===== src/rtl/fsgn_arb_pkg.sv =====
// rtl/fsgn_arb_pkg.sv - core configuration type and sign-injection opcode constants
package fsgn_arb_pkg;

    // Floating-point configuration consumed by the sign-injection datapath.
    // FMT/FMT1 are the Fmt encodings of the full and first reduced precision.
    typedef struct packed {
        int FLEN;
        int FMTBITS;
        int FPSIZES;
        int LEN1;
        int LEN2;
        int FMT;
        int FMT1;
    } cvw_t;

    // Double + single: FLEN=64, single is the 32-bit reduced format.
    localparam cvw_t CVW_DEFAULT = '{
        FLEN:    64,
        FMTBITS: 1,
        FPSIZES: 2,
        LEN1:    32,
        LEN2:    16,
        FMT:     1,
        FMT1:    0
    };

    // OpCtrl encodings; 2'b11 is illegal.
    localparam logic [1:0] SGNJ  = 2'b00;
    localparam logic [1:0] SGNJN = 2'b01;
    localparam logic [1:0] SGNJX = 2'b10;

endpackage


===== src/rtl/fsgninj.sv =====
// rtl/fsgninj.sv - sign injection with NaN-boxing of reduced formats
module fsgninj import fsgn_arb_pkg::*; #(
    parameter cvw_t P = CVW_DEFAULT
) (
    input  logic                 Xs,
    input  logic                 Ys,
    input  logic [P.FLEN-1:0]    X,
    input  logic [P.FMTBITS-1:0] Fmt,
    input  logic [1:0]           OpCtrl,
    output logic [P.FLEN-1:0]    SgnRes
);

    logic res_sgn;

    // fsgnj copies Ys, fsgnjn inverts it, fsgnjx xors it with Xs
    assign res_sgn = OpCtrl[1] ? (Xs ^ Ys) : (Ys ^ OpCtrl[0]);

    // Sign lands at the MSB of the selected format; bits above it are forced to 1
    if (P.FPSIZES == 1) begin : g_one
        assign SgnRes = {res_sgn, X[P.FLEN-2:0]};
    end else if (P.FPSIZES == 2) begin : g_two
        assign SgnRes = Fmt[0] ? {res_sgn, X[P.FLEN-2:0]}
                               : {{(P.FLEN-P.LEN1){1'b1}}, res_sgn, X[P.LEN1-2:0]};
    end else begin : g_three
        localparam logic [P.FMTBITS-1:0] FMT_FULL = P.FMT[P.FMTBITS-1:0];
        localparam logic [P.FMTBITS-1:0] FMT_LEN1 = P.FMT1[P.FMTBITS-1:0];
        assign SgnRes = (Fmt == FMT_FULL) ? {res_sgn, X[P.FLEN-2:0]}
                      : (Fmt == FMT_LEN1) ? {{(P.FLEN-P.LEN1){1'b1}}, res_sgn, X[P.LEN1-2:0]}
                      : {{(P.FLEN-P.LEN2){1'b1}}, res_sgn, X[P.LEN2-2:0]};
    end

endmodule


===== src/rtl/fsgn_arb.sv =====
// rtl/fsgn_arb.sv - round-robin shared sign-injection unit with one registered output stage
module fsgn_arb import fsgn_arb_pkg::*; #(
    parameter cvw_t P    = CVW_DEFAULT,
    parameter int   TAGW = 5
) (
    input  logic                 clk,
    input  logic                 reset,
    input  logic                 FlushE,

    input  logic                 Req0Valid,
    output logic                 Req0Ready,
    input  logic [P.FLEN-1:0]    Req0X,
    input  logic                 Req0Xs,
    input  logic                 Req0Ys,
    input  logic [P.FMTBITS-1:0] Req0Fmt,
    input  logic [1:0]           Req0OpCtrl,
    input  logic [TAGW-1:0]      Req0Tag,

    input  logic                 Req1Valid,
    output logic                 Req1Ready,
    input  logic [P.FLEN-1:0]    Req1X,
    input  logic                 Req1Xs,
    input  logic                 Req1Ys,
    input  logic [P.FMTBITS-1:0] Req1Fmt,
    input  logic [1:0]           Req1OpCtrl,
    input  logic [TAGW-1:0]      Req1Tag,

    output logic                 ResValid,
    input  logic                 ResReady,
    output logic [P.FLEN-1:0]    ResX,
    output logic [TAGW-1:0]      ResTag,
    output logic                 ResSrc
);

    logic                 res_valid_q, res_valid_d;
    logic [P.FLEN-1:0]    res_x_q,     res_x_d;
    logic [TAGW-1:0]      res_tag_q,   res_tag_d;
    logic                 res_src_q,   res_src_d;
    logic                 last_gnt_q,  last_gnt_d;

    logic                 slot_free;
    logic                 grant_ok;
    logic                 sel0, sel1;
    logic                 accept;

    logic [P.FLEN-1:0]    sel_x;
    logic                 sel_xs, sel_ys;
    logic [P.FMTBITS-1:0] sel_fmt;
    logic [1:0]           sel_op;
    logic [TAGW-1:0]      sel_tag;
    logic [P.FLEN-1:0]    sgn_res;

    // Slot can take a new result when empty or when the held one drains this cycle
    always_comb begin
        slot_free = ~res_valid_q | ResReady;
        grant_ok  = slot_free & ~FlushE & ~reset;
        // On a conflict the requester that did not win last time goes first
        sel0      = Req0Valid & (~Req1Valid | last_gnt_q);
        sel1      = Req1Valid & (~Req0Valid | ~last_gnt_q);
        Req0Ready = grant_ok & sel0;
        Req1Ready = grant_ok & sel1;
        accept    = Req0Ready | Req1Ready;
    end

    // Steer the selected requester's operands into the shared datapath
    always_comb begin
        sel_x   = sel1 ? Req1X      : Req0X;
        sel_xs  = sel1 ? Req1Xs     : Req0Xs;
        sel_ys  = sel1 ? Req1Ys     : Req0Ys;
        sel_fmt = sel1 ? Req1Fmt    : Req0Fmt;
        sel_op  = sel1 ? Req1OpCtrl : Req0OpCtrl;
        sel_tag = sel1 ? Req1Tag    : Req0Tag;
    end

    fsgninj #(.P(P)) u_fsgninj (
        .Xs     (sel_xs),
        .Ys     (sel_ys),
        .X      (sel_x),
        .Fmt    (sel_fmt),
        .OpCtrl (sel_op),
        .SgnRes (sgn_res)
    );

    // Output stage next state: load on accept, otherwise flush or drain empties it
    always_comb begin
        res_valid_d = res_valid_q;
        res_x_d     = res_x_q;
        res_tag_d   = res_tag_q;
        res_src_d   = res_src_q;
        last_gnt_d  = last_gnt_q;
        if (accept) begin
            res_valid_d = 1'b1;
            res_x_d     = sgn_res;
            res_tag_d   = sel_tag;
            res_src_d   = sel1;
            last_gnt_d  = sel1;
        end else if (FlushE | ResReady) begin
            res_valid_d = 1'b0;
        end
    end

    // Output stage and round-robin pointer registers
    always_ff @(posedge clk) begin
        if (reset) begin
            res_valid_q <= 1'b0;
            res_x_q     <= '0;
            res_tag_q   <= '0;
            res_src_q   <= 1'b0;
            last_gnt_q  <= 1'b1;
        end else begin
            res_valid_q <= res_valid_d;
            res_x_q     <= res_x_d;
            res_tag_q   <= res_tag_d;
            res_src_q   <= res_src_d;
            last_gnt_q  <= last_gnt_d;
        end
    end

    assign ResValid = res_valid_q;
    assign ResX     = res_x_q;
    assign ResTag   = res_tag_q;
    assign ResSrc   = res_src_q;

    a_no_illegal_op: assert property (@(posedge clk) disable iff (reset)
        accept |-> (sel_op != 2'b11));

endmodule


===== config.mk =====
export PLATFORM = sky130hd
export DESIGN_NAME = fsgn_arb
export DESIGN_NICKNAME = d
export VERILOG_FILES = /design/src/rtl/fsgn_arb_pkg.sv /design/src/rtl/fsgninj.sv /design/src/rtl/fsgn_arb.sv
export SDC_FILE = /design/constraint.sdc
export NUM_CORES = 1
export LEC_CHECK = 0
export CAP_MARGIN = 20
export CORE_MARGIN = 8
export CORE_UTILIZATION = 30
export DETAILED_ROUTE_END_ITERATION = 16
export PLACE_DENSITY = 0.72
export SETUP_SLACK_MARGIN = 0.15
export SYNTH_ARGS = -nofsm -noshare
export SYNTH_HDL_FRONTEND = slang
export SYNTH_HIERARCHICAL = 1
export SYNTH_SLANG_ARGS = --single-unit

===== constraint.sdc =====
create_clock -name clk -period 3.2 [get_ports clk]
set_input_delay 0.96 -clock clk [delete_from_list [all_inputs] [get_ports clk]]
set_output_delay 0.96 -clock clk [all_outputs]
set_load 0.005 [all_outputs]

Yosys cells after proc, flatten, opt, wreduce, memory -nomap -nowiden
Cells that the tools add are included.
Widths: inputs -> output; s select.
- output and inout port bits: 73
- bits in read-only memories: 0
- bits in latches: 0
- memory bits (writable): 0
- flip-flop bits (word level): 72
- memories: 0
- multiplexer cells: 10
- divide/modulo/power cells: 0
- $add $sub $neg: 0
- shift operators: 0
- reduce and logical (&&, ||, !) cells: 1
- multipliers: 0
- bitwise logic cells: 19
- order comparisons: 0
- equality and inequality tests: 0
- operator list (cell ; number):
    $mux 64 ; 1
    $mux 63 ; 1
    $and 1x1->1 ; 6
    $mux 1 ; 6
    $not 1->1 ; 6
    $mux 5 ; 1
    $or 1x1->1 ; 5
    $mux 2 ; 1
    $reduce_bool 2->1 ; 1
    $xor 1x1->1 ; 2

Depth between registers and ports, before layout
Gate-level depths: netlist of the first run.
- depth in word-level cells: 7
- gate-level depth with buffers: 10
- mapped depth without buffers: 8

By module
Netlist of the first run, hierarchy kept.
- modules (own cells, without submodules) (module ; cells each ; area an instance (um^2) ; sequential area each (um^2) ; instances):
    fsgn_arb ; 570 ; 4012.6 ; 1441.4 ; 1
    fsgninj ; 70 ; 473.0 ; 0.0 ; 1

Worst setup path after synthesis of the first run
Ideal clock, no wire load.
- kind: input to output
- start point: input reset
- end point: output Req0Ready
- arrival time: 1.621 ns
- required time: 2.240 ns
- setup slack: 0.619 ns
- stages on the path: 3
- cells stage by stage: buf_2 nor3_4 nor3b_1
- longest elaborated chain between the ends: 3
- RTL lines (element ; line ; text):
    start, declared ; fsgn_arb.sv:7 ; input logic reset,
    $not 1->1 ; fsgn_arb.sv:56 ; grant_ok = slot_free & ~FlushE & ~reset;
    $and 1x1->1 ; fsgn_arb.sv:56 ;
    $and 1x1->1 ; fsgn_arb.sv:60 ; Req0Ready = grant_ok & sel0;
    end, declared ; fsgn_arb.sv:11 ; output logic Req0Ready,
No other way between the ends.

Final worst setup path of the first run
- start point: input Req0Valid
- end point: output Req1Ready
- longest elaborated chain between the ends: 4
- RTL lines (element ; line ; text):
    start, declared ; fsgn_arb.sv:10 ; input logic Req0Valid,
    $not 1->1 ; fsgn_arb.sv:59 ; sel1 = Req1Valid & (~Req0Valid | ~last_gnt_q);
    $or 1x1->1 ; fsgn_arb.sv:59 ;
    $and 1x1->1 ; fsgn_arb.sv:59 ;
    $and 1x1->1 ; fsgn_arb.sv:61 ; Req1Ready = grant_ok & sel1;
    end, declared ; fsgn_arb.sv:20 ; output logic Req1Ready,
No other way between the ends.

==> run summary, run 1 <==
Clock Tree Root - clkbuf_16
PwrDens - 420 nW/µm²
Final ANT Viol Nets - 0
DR iter-0 viols - 267
Clock Skew - 4.84 ps
Die X - 138 µm
TritonCTS Sinks - 72
# setup viols final - 0
Slowest CP cell - clkdlybuf4s50_1
Clk pin slew, worst setup/hold paths - 60 ps
Ratio of cells with drive above 1 in the final layout - 6.87%
Worst Path Arrival - 2060 ps
Initial core utilization - 30.8%
HP Class - reg2reg
Max-cap violations - 0
DR WL/cell - 17.7 µm
Slew Viols, Final - 0
Congestion Overflow GR - 0
Insertion delay to the later sink of the worst-skew pair - 340 ps
Gpl congestion - 0.771
Critical path, cell by cell - clkdlybuf4s50_1 -> buf_4 -> a21boi_4 -> and3_4 -> buf_2
TritonCTS clock tree - done
Max-slew headroom - 45.0%
Non-filler cells, final - 987
Final-report hold violation count - 0
RSZ-0062 raised after global routing - yes
Worst-Margin Slew - 826 ps
Nets - 950
Layout overhead on the synthesized area - 55.8%
Status - complete, no violations
First drt pass iteration count - 4
Area after DPL - 6590 µm²
F_max - 331 MHz
Die height - 138 µm
DP HPWL - 11.9 mm
Placed cells - 968
Placeable Area - 14500 µm²
Worst-path maximum fanout - 3
Power Total - 0.00293 W
DP Worst Slack - -375 ps
Setup CP Type - in2out
Vias in the first global route - 5022
Via density - 5.15
Antenna violations before repair - 2
Leak - 3.05 nW
Startpoint Class - input pin
CP endpoint kind - primary output
FP Rows - 44
TritonCTS Buffers - 9
Worst Reg-to-Reg Cells - 9
Pin count of the biggest net entering global routing - 72
Final period utilization - 94.5%
Slowest stage delay, CP - 420 ps
Final WL - 17.5 mm
Final setup margin - 177 ps
Required time worst endpoint - 2240 ps
DR DRC count - 0
Post-synthesis area per instance - 7.02 µm²
First-pass GRT wire length - 28.0 mm
Detailed-route via count - 5081
Synthesized cell area - 4470 µm²
Crit path time final - 3020 ps
Final Cell Area - 6970 µm²
Syn. warnings - 6
Post-Syn Instances - 637
Worst VDD drop - 0.256 mV
Clock buffer depth - 2
Syn Nets - 791
# port buffers - 224
H-tree depth - 3
IO Pins - 227
Die area - 19100 µm²
Hold Path Cell Cnt - 2
Hold buffers post-CTS - 0
Worst hold margin - 461 ps
GRT Total Usage - 17.7%
## registers in the layout, summed over array words and instances (netlist names)
signal and cells:
ResX 64, last_gnt_q 1, ResValid 1, ResTag 5
ResSrc 1
## through the flow
step | utilization (%) | setup TNS (ps)
after floorplan | - | 0
after global placement | 45.3 | -955
after detailed placement | 45.3 | -1010
after CTS | 47.9 | 0
after global routing | 48.0 | 0
final | 48.0 | 0
## where the power goes
part / internal [W] / switching [W] / leakage (nW)
Combinational: 0.000406 / 0.000321 / 2.29
Clock: 0.000803 / 0.000397 / 0.172
Sequential: 0.000968 / 0.0000349 / 0.593
## layout make-up
| class | count | area, µm² |
|---|---|---|
| diodes | 2 | 5.00 |
| clock buffers | 11 | 253 |
| clock inverters | 5 | 103 |
| fillers | 1461 | 7560 |
| inverters | 2 | 7.51 |
| multi-input cells | 462 | 2470 |
| flip-flops and latches | 72 | 1440 |
| well taps | 184 | 230 |
| repair buffers | 249 | 2460 |
## path summary, 6_finish.rpt
path / startpoint / endpoint / slack, ps
max: Req0Valid / Req1Ready / 180
min: ResX[62] / ResX[62] / 460
max reg2reg: last_gnt_q / ResX[31] / 1210
min reg2reg: ResX[62] / ResX[62] / 460
## routing by layer
layer | global-route usage, % | wire (µm)
met2 | 30.2 | 8740
met4 | 3.78 | 159
met1 | 20.8 | 7370
met3 | 6.03 | 1220
met5 | 0 | 0
## cells in the final DEF (no fill, tap or decap), types with 3 or more instances in the layout
cell type,n
a211oi_1,5
a31oi_1,5
buf_12,3
buf_2,3
buf_4,20
bufinv_16,3
clkbuf_16,9
clkdlybuf4s50_1,220
dfxtp_1,72
nand2_1,270
nand2b_1,31
nand4_1,64
o311ai_0,30
o311ai_1,34
o32ai_1,5
## repair_timing
item / CTS / global route
pin swaps: 2 / 1
hold endpoints to repair: 0 / 0
resized for setup: 14 / 2
setup buffers: 1 / 0
setup endpoints to repair: 4 / 3
## worst max-delay path, delay by kind of cell
kind                   cells  cell delay, ps
AND/OR/NAND/NOR            1             210
buffers and inverters      3             710
AO/OA/AOI/OAI              1             170
No activity file was read; power rests on OpenSTA's default activity.
==> inputs of run 2 (changes only) <==
--- a/config.mk
+++ b/config.mk
@@ -7,9 +7,10 @@
 export LEC_CHECK = 0
 export CAP_MARGIN = 20
 export CORE_MARGIN = 8
-export CORE_UTILIZATION = 30
+export CORE_UTILIZATION = 44
 export DETAILED_ROUTE_END_ITERATION = 16
-export PLACE_DENSITY = 0.72
+export HOLD_SLACK_MARGIN = 0.1
+export PLACE_DENSITY = 0.95
 export SETUP_SLACK_MARGIN = 0.15
 export SYNTH_ARGS = -nofsm -noshare
 export SYNTH_HDL_FRONTEND = slang
==> run summary, run 2 (synthesis results as in run 1) <==
Status - complete, no violations
Insertion delay to the later sink of the worst-skew pair - 350 ps (about the same)
Area after DPL - 6530 µm² (-0.80%)
Clock buffer depth - 2 (unchanged)
Gpl congestion - 0.788 (+2.2%)
FP Rows - 37 (-16%)
Most common cell after layout, fill and taps aside - nand2_1
Ratio of cells with drive above 1 in the final layout - 6.87% (unchanged)
Antenna cells - 0 (-2)
Final-report hold violation count - 0 (unchanged)
Fillcell total - 870 (-40%)
Vias in the first global route - 4972 (-1.0%)
Detailed-route via count - 5176 (+1.9%)
Hold buffers post-CTS - 0 (unchanged)
Final Cell Area - 6770 µm² (-2.8%)
Max reg flops - 64 (unchanged)
TritonCTS Sinks - 72 (unchanged)
Max-slew headroom - 47.6% (+2.6 points)
Required time worst endpoint - 2240 ps (about the same)
Power Total - 0.00256 W (-13%)
DR DRC count - 0 (unchanged)
Die height - 117 µm (-15%)
# setup viols final - 0 (unchanged)
Initial core utilization - 44.3% (+14 points)
Startpoint Class - input pin
DP HPWL - 11.8 mm (-1.5%)
Worst Path Arrival - 1940 ps (-120 ps)
Die X - 117 µm (-15%)
PwrDens - 377 nW/µm² (-10%)
# port buffers - 224 (unchanged)
H-tree depth - 3 (unchanged)
Worst-path maximum fanout - 2 (-1)
Leak - 3.00 nW (-1.8%)
First drt pass iteration count - 5 (+1)
Worst hold margin - 466 ps (+4.38 ps)
Clock Skew - 15.2 ps (+10.3 ps)
DR WL/cell - 18.0 µm (+1.3%)
CP endpoint kind - primary output
First-pass GRT wire length - 25.7 mm (-8.3%)
Via density - 5.52 (+7.3%)
Worst Reg-to-Reg Cells - 10 (+1)
DR iter-0 viols - 374 (+40%)
Clk pin slew, worst setup/hold paths - 80 ps (+20 ps)
IO Pins - 227 (unchanged)
Congestion Overflow GR - 0 (unchanged)
Pin count of the biggest net entering global routing - 72 (unchanged)
Placeable Area - 10100 µm² (-31%)
TritonCTS clock tree - done
Hold Path Cell Cnt - 2 (unchanged)
Max-cap violations - 0 (unchanged)
Placed cells - 921 (-4.9%)
Layout overhead on the synthesized area - 51.4%
F_max - 344 MHz (+4.1%)
TritonCTS Buffers - 9 (unchanged)
GRT Total Usage - 23.7% (+6.1 points)
Worst-Margin Slew - 786 ps (-39.3 ps)
Crit path time final - 2900 ps (-120 ps)
Final period utilization - 90.7% (-3.7 points)
Final ANT Viol Nets - 0 (unchanged)
Postcts setup bufs - 0 (-1)
Non-filler cells, final - 937 (-5.1%)
RSZ-0062 raised after global routing - no
HP Class - reg2reg
Setup CP Type - in2out
Slew Viols, Final - 0 (unchanged)
Worst VDD drop - 0.238 mV (-7.3%)
Most frequent cells in the layout - nand2_1, clkdlybuf4s50_1, dfxtp_1
Antenna violations before repair - 2 (unchanged)
Final WL - 16.8 mm (-3.8%)
Die area - 13700 µm² (-28%)
Nets - 950 (unchanged)
Clock Tree Root - clkbuf_8
==> run 2: cell count changes in the layout (fill, tap and decap cells not counted), moves of 2 or more <==
| cell | delta |
|---|---|
| diode_2 | -2 |
| clkdlybuf4s50_1 | -3 |
| inv_6 | +3 |
| dlygate4sd2_1 | +2 |
| clkbuf_8 | +7 |
| clkbuf_16 | -9 |
==> run 2: routing by layer <==
metal	wire [µm]	vias to the layer above	track usage, %
met4	404	4	9.04
met5	21	-	0
met2	8260	244	40.4
met1	6670	2378	27.2
li1	-	2518	-
met3	1470	32	7.59
==> run 2: final timing paths <==
path / startpoint / endpoint / slack (ps)
max: Req0Valid / Req1Ready / 300
min: ResX[61] / ResX[61] / 470
max reg2reg: last_gnt_q / ResX[31] / 1300
min reg2reg: ResX[61] / ResX[61] / 470
==> run 2: final cells by class <==
cell class,count,area (µm²),area share (%)
multi-input combinational,462,2470,36.4
timing repair buffer,249,2460,36.3
sequential,72,1440,21.3
tap,136,170,2.51
clock buffer,9,124,1.83
clock inverter,7,101,1.50
inverter,2,7.51,0.111
==> run 2: repair_timing <==
| item | CTS | global route |
|---|---|---|
| hold endpoints to repair | 0 | 0 |
| gates resized for setup | 14 | 1 |
| setup endpoints to repair | 2 | 1 |
| pin swaps | 0 | 1 |
==> run 2: report_power, final <==
| part | internal, W | switching [W] | total [W] |
|---|---|---|---|
| Combinational | 0.000406 | 0.000321 | 0.000727 |
| Sequential | 0.000966 | 0.0000361 | 0.00100 |
| Clock | 0.000447 | 0.000380 | 0.000827 |
==> run 2: stage by stage <==
| stage | setup TNS, ps | util, % | setup slack [ps] |
|---|---|---|---|
| after floorplan | 0 | - | 619 |
| after global placement | -545 | 64.7 | -353 |
| after detailed placement | -629 | 64.7 | -405 |
| after CTS | 0 | 67.1 | 154 |
| after global routing | 0 | 67.1 | 271 |
| final | 0 | 67.1 | 297 |
==> run 2: critical path: stages <==
cell and delay, ps:
dlygate4sd2_1 260, buf_4 150, a21boi_4 150, and3_4 200, clkdlybuf4s15_2 220
